### config.mk
export PLATFORM = sky130hd
export DESIGN_NAME = mac_feeder
export DESIGN_NICKNAME = d
export VERILOG_FILES = /design/src/rtl/mac_feeder.sv
export SDC_FILE = /design/constraint.sdc
export NUM_CORES = 1
export LEC_CHECK = 0
export CORE_MARGIN = 2
export CORE_UTILIZATION = 40
export CTS_BUF_LIST = sky130_fd_sc_hd__clkbuf_8
export CTS_CLUSTER_DIAMETER = 40
export DETAILED_ROUTE_END_ITERATION = 12
export PLACE_DENSITY = 0.89
export SLEW_MARGIN = 10
export SYNTH_ARGS = -nofsm -noshare
export SYNTH_HDL_FRONTEND = slang
export SYNTH_SLANG_ARGS = --single-unit
export TNS_END_PERCENT = 50
### constraint.sdc
create_clock -name clk -period 2.4 [get_ports clk]
set_clock_uncertainty 0.15 [all_clocks]
set_input_delay 0.48 -clock clk [delete_from_list [all_inputs] [get_ports clk]]
set_output_delay 0.48 -clock clk [all_outputs]
set_load 0.02 [all_outputs]
### src/rtl/mac_feeder.sv
// mac_feeder: sequences one accumulate-and-scale MAC through a run.
// Clears the MAC, streams len operand pairs into it over a valid/ready
// handshake, waits one cycle for the registered accumulator to settle,
// then captures the accumulator into result and pulses done.
module mac_feeder #(
    parameter int LEN_W  = 8,
    parameter int DATA_W = 8,
    parameter int ACC_W  = 32
) (
    input  logic              clk,
    input  logic              rst,
    input  logic              start,
    input  logic [LEN_W-1:0]  len,
    input  logic              in_valid,
    output logic              in_ready,
    input  logic [DATA_W-1:0] in_a,
    input  logic [DATA_W-1:0] in_b,
    output logic              mac_active,
    output logic              mac_clear,
    output logic [DATA_W-1:0] mac_val1,
    output logic [DATA_W-1:0] mac_val2,
    input  logic [ACC_W-1:0]  mac_acc,
    output logic              busy,
    output logic              done,
    output logic [ACC_W-1:0]  result
);

    typedef enum logic [2:0] {
        S_IDLE,
        S_CLEAR,
        S_RUN,
        S_WAIT,
        S_DONE
    } state_t;

    state_t            state;
    state_t            state_next;
    logic [LEN_W-1:0]  cnt;
    logic [LEN_W-1:0]  cnt_next;
    logic              capture;

    // Operands pass straight through; the MAC only uses them while active.
    assign mac_val1 = in_a;
    assign mac_val2 = in_b;
    assign busy     = (state != S_IDLE);

    // State and remaining-pair counter.
    always_ff @(posedge clk or negedge rst) begin
        if (!rst) begin
            state <= S_IDLE;
            cnt   <= '0;
        end else begin
            state <= state_next;
            cnt   <= cnt_next;
        end
    end

    // Result capture at the end of WAIT; done is high for the following cycle.
    always_ff @(posedge clk or negedge rst) begin
        if (!rst) begin
            result <= '0;
            done   <= 1'b0;
        end else begin
            done <= capture;
            if (capture) begin
                result <= mac_acc;
            end
        end
    end

    // Next-state, counter update and MAC/handshake control decode.
    always_comb begin
        state_next = state;
        cnt_next   = cnt;
        in_ready   = 1'b0;
        mac_active = 1'b0;
        mac_clear  = 1'b0;
        capture    = 1'b0;
        case (state)
            S_IDLE: begin
                if (start) begin
                    cnt_next   = len;
                    state_next = S_CLEAR;
                end
            end
            S_CLEAR: begin
                mac_clear  = 1'b1;
                state_next = (cnt == '0) ? S_WAIT : S_RUN;
            end
            S_RUN: begin
                in_ready   = 1'b1;
                mac_active = in_valid;
                if (in_valid) begin
                    cnt_next = cnt - 1'b1;
                    if (cnt == LEN_W'(1)) begin
                        state_next = S_WAIT;
                    end
                end
            end
            S_WAIT: begin
                capture    = 1'b1;
                state_next = S_DONE;
            end
            S_DONE: begin
                state_next = S_IDLE;
            end
            default: begin
                state_next = S_IDLE;
            end
        endcase
    end

endmodule

## After elaboration in Yosys (flattened, before gate mapping)

Cells that the tools add are included.
W data, S select, Z words.

| storage, ports and cells | value |
|---|---|
| register bits | 44 |
| latch bits | 0 |
| memory bits (writable) | 0 |
| memory bits (read-only) | 0 |
| bits of input ports | 60 |
| output and inout port bits | 53 |
| word-level logic and storage cells | 30 |
| memories | 0 |

| cells by class | value |
|---|---|
| add/subtract/negate cells | 1 |
| multipliers | 0 |
| div/mod/pow operators | 0 |
| magnitude comparators | 0 |
| eq/ne operators | 7 |
| shifts and indexed selects | 0 |
| multiplexer cells | 12 |
| bitwise logic cells | 0 |
| reductions and logical operators | 6 |

Operator list:

| kind | count |
|---|---|
| $mux W8 | 2 |
| $pmux W8 S2 | 1 |
| $pmux W3 S4 | 1 |
| $mux W3 | 3 |
| $eq A8 B1 Y1 const B | 1 |
| $logic_not A8 Y1 | 1 |
| $sub A8 B1 Y8 const B | 1 |
| $eq A3 B2 Y1 const B | 2 |
| $ne A2 B2 Y1 const B | 3 |
| $reduce_and A3 Y1 | 2 |
| $mux W1 | 5 |
| $eq A3 B1 Y1 const B | 1 |
| $logic_not A3 Y1 | 1 |
| $reduce_bool A3 Y1 | 1 |
| $reduce_bool A2 Y1 | 1 |

## Depth between registers and ports, before layout

| logic depth | value |
|---|---|
| depth after elaboration | 4 |
| gate-level depth with buffers | 7 |
| depth with buffers taken out | 6 |

## Worst setup path before layout

Ideal clock, no wire load.

| timing path | value |
|---|---|
| path type | register -> output |
| from | reg state[0] |
| to | out mac_active |
| arrival | 1.361 ns |
| required time | 1.770 ns |
| slack | 0.409 ns |
| stages on the path, launching flop included | 6 |
| buffers on the path | 2 |
| cells stage by stage | dfrtp_1 -> or3b_1 -> buf_6 -> clkinv_8 -> buf_8 -> and2_1 |

| between the ends | value |
|---|---|
| cells in the longest elaborated chain, start to end | 2 |

Ends and longest elaborated chain:

| item | line | source |
|---|---|---|
| start: declaration | 36 | `state_t state;` |
| start signal: assignment | 53 | `state <= state_next;` |
| $eq A3 B2 Y1 | 79 | `case (state)` |
| $mux W1 | 79 |  |
| end: declaration | 18 | `output logic mac_active,` |

Every way passes these cells.

## Final worst setup path

Ends and elaborated chain as after synthesis.

==> run_results.csv <==
group,metric,value,unit
setup_path,path_class,"reg -> out",
power,clkPwrFrac,0.141,
cells_and_area,area_delta_synth_final,43.54,%
timing,finalHoldViolCount,0,
yosys,yosysTopAreaCell,"dfrtp_1",
yosys,syn-num-nets,290,
setup_path,worst_path_max_delay_cell,"or3b_4",
yosys,ys_warn_count,0,
timing,period_share,0.9345,
place,portBuffers,80,
grt,antenna_found_initial,0,
setup_path,path_buf_inv,2,
cells_and_area,nNetsFinal,362,
floorplan,rows,26,
place,placedInstanceArea,2846,sq um
floorplan,die-area,5771,sq um
grt,grt.met1_usage,0.2019,
setup_path,cp_data_required_time,1.77,ns
route,drt_iter0_drc,59,
outcome,status,"finished clean",
route,wl_per_cell,12.56,um
floorplan,die_x,75.97,um
power,pwr_density_cell,1327,nW/um^2
yosys,synth-edff-count,0,
timing,relSlewSlack,0.6535,
place,hpwl,3466,um
power,comb_power_share,0.519,
setup_path,arrival,1.61,ns
clocking,ctsHtreeMaxLevel,2,
power,power.internal,2367,uW
floorplan,die_h,75.97,um
setup_path,crit_chain,"or3b_4, clkinv_8, and2_1, dlygate4sd2_1",
cells_and_area,drive_gt1_frac,0.1033,
clocking,clockRootBuffer,"clkbuf_8",
cells_and_area,final_cell_mix,"100 x nand2_1, 75 x clkdlybuf4s50_1, 44 x dfrtp_1",
clocking,cts.path.max_buffers,2,
clocking,clk_latency,0.29,ns
cells_and_area,fillers,427,
timing,slew_violations,0,
floorplan,coreArea,5042,sq um
route,viasPerCell,4.741,
grt,grt.total_usage,0.1697,
place,place_congestion,0.8004,
setup_path,crit_family,"simple AND/OR/NAND/NOR gates",
setup_path,crit_path_start_kind,"register",
yosys,avgSynthCellArea,9.128,sq um
yosys,yosysSeqAreaShare,0.5314,
clocking,cts_buffers,5,
cells_and_area,final_util,0.5898,
timing,tightestPinTransition,0.5125,ns
yosys,synth_area_leaders,"dfrtp_1 53%, nand2_1 18%, buf_4 5.8%",
route,antenna_left,0,
yosys,synth_top_area_share,0.5314,
grt,grt_pass1_wl,7997,um
clocking,postCtsSetupRepairBufs,0,
route,vias,1754,
timing,rsz0062_at_grt,"no",
route,wl,4647,um
yosys,syn-cell-area,2072,sq um
power,leakage,0.001404,uW
yosys,synth_cell_types,41,
cells_and_area,antenna_cells,0,
floorplan,ios,113,
job,drv_cap,0,
setup_path,cp_max_fo,3,
floorplan,start_util,0.4109,
worst_hold_path,min_path_type,"reg -> reg",
setup_path,slowest_delay,0.44,ns
grt,grt_max_degree,34,
yosys,ys_ff_latch,44,
power,switching_share,0.4003,
power,ir_worst_vdd,0.7316,mV
power,seq_power_share,0.340,
route,drt-pass1-iter-count,4,
setup_path,end_kind,"primary output",
cells_and_area,finalInstanceArea,2974,sq um
grt,overflow,0,
yosys,ys_async_sr_fraction,1.000,
clocking,clk_pin_slew,0.08,ns
grt,grt_pass1_vias,1743,
power,switching_power,1580,uW
grt,use_met2,0.2857,
cells_and_area,final_common_cell,"nand2_1",
clocking,clkSinkCount,44,
route,drc_errors,0,
timing,period_needed,2.243,ns
grt,met3_usage,0.06161,
yosys,postSynthCellCount,227,
grt,busiest_layer,"met2",
timing,tns,0,ns
clocking,cts_tree,"built",
yosys,ys.flop_type,"dfrtp_1",
timing,max_clock_freq,0.4459,GHz
timing,finalSetupViolCount,0,
## flip-flops by register name, indices dropped and copies added (netlist names)
register  flops
cnt           8
result       32
done          1
state         3
## metrics by stage
| stage | total power, uW | std cells | hold slack [ns] | setup slack, ns |
|---|---|---|---|---|
| 2_1_floorplan | 2546 | 227 | 0.03441 | 0.4091 |
| 3_3_place_gp | 3344 | 361 | 0.1269 | 0.1110 |
| 3_5_place_dp | 3421 | 361 | 0.1258 | 0.1072 |
| 4_1_cts | 3996 | 370 | 0.3288 | 0.01631 |
| 5_1_grt | 4232 | 370 | 0.3467 | 0.1004 |
| 6_report | 3948 | 370 | 0.3280 | 0.1572 |
## tightest hold or removal path: stages, from the launching register on
cell and delay, ns:
dfrtp_1 0.34, nand2_1 0.05, nand2_1 0.06
## layout make-up
cell class                 count  area [sq um]  share of cell area
sequential                    44          1101              0.3702
tap                           70         87.58             0.02945
clock inverter                 3         42.54             0.01430
timing repair buffer          90         872.1              0.2932
inverter                       5         31.28             0.01052
multi-input combinational    153         770.7              0.2592
clock buffer                   5         68.82             0.02314
## power by group through the flow
stage                     logic [uW]  registers (uW)  clock network, uW
final                           2050            1340                558
after global routing            2230            1390                605
after CTS                       2070            1340                582
after detailed placement        2070            1350                  0
after global placement          2000            1340                  0
after floorplan                  867            1680                  0
## repair_timing
item,4_1_cts,5_1_grt
setup endpoints to repair,3,1
gates resized for setup,5,1
hold endpoints to repair,1,0
hold buffers,1,0
## worst paths after layout
path / startpoint / end / slack, ns / depth (start not counted)
min in group asynchronous: rst / cnt[5]$_DFFE_PN0P_ / 0.35 / 2
min: result[27]$_DFFE_PN0P_ / result[27]$_DFFE_PN0P_ / 0.33 / 2
max: state[0]$_DFFE_PN0P_ / mac_active / 0.16 / 4
min reg2reg: result[27]$_DFFE_PN0P_ / result[27]$_DFFE_PN0P_ / 0.33 / 2
max reg2reg: cnt[0]$_DFFE_PN0P_ / cnt[6]$_DFFE_PN0P_ / 0.54 / 6
max in group asynchronous: rst / result[16]$_DFFE_PN0P_ / 1.27 / 3
## Yosys cell counts, types with 2 or more instances
cell type and count:
ha_1 3, inv_1 3, nor3_1 2, o21ai_0 4, or3b_1 2, a21oi_1 6
buf_2 3, nand2_1 100, o21ai_1 5, o2bb2ai_1 2, or3_1 2, dfrtp_1 44
clkbuf_1 4, nor2_1 5, buf_4 16
## layer usage
layer / vias to the layer above / share of wire
met3: 13 / 0.087
met4: 0 / 0.019
li1: 853 / -
met1: 817 / 0.41
met5: - / 0
met2: 71 / 0.48
## cells by family after synthesis
| logic type | share of synthesized area |
|---|---|
| AND/OR/NAND/NOR | 0.2597 |
| multiplexers | 0.004831 |
| flip-flops | 0.5314 |
| adder cells (fa/ha/maj) | 0.01812 |
| AO/OA/AOI/OAI | 0.08576 |
| buffers and inverters | 0.1002 |
Note: power is estimated with default switching activity, not from simulation.
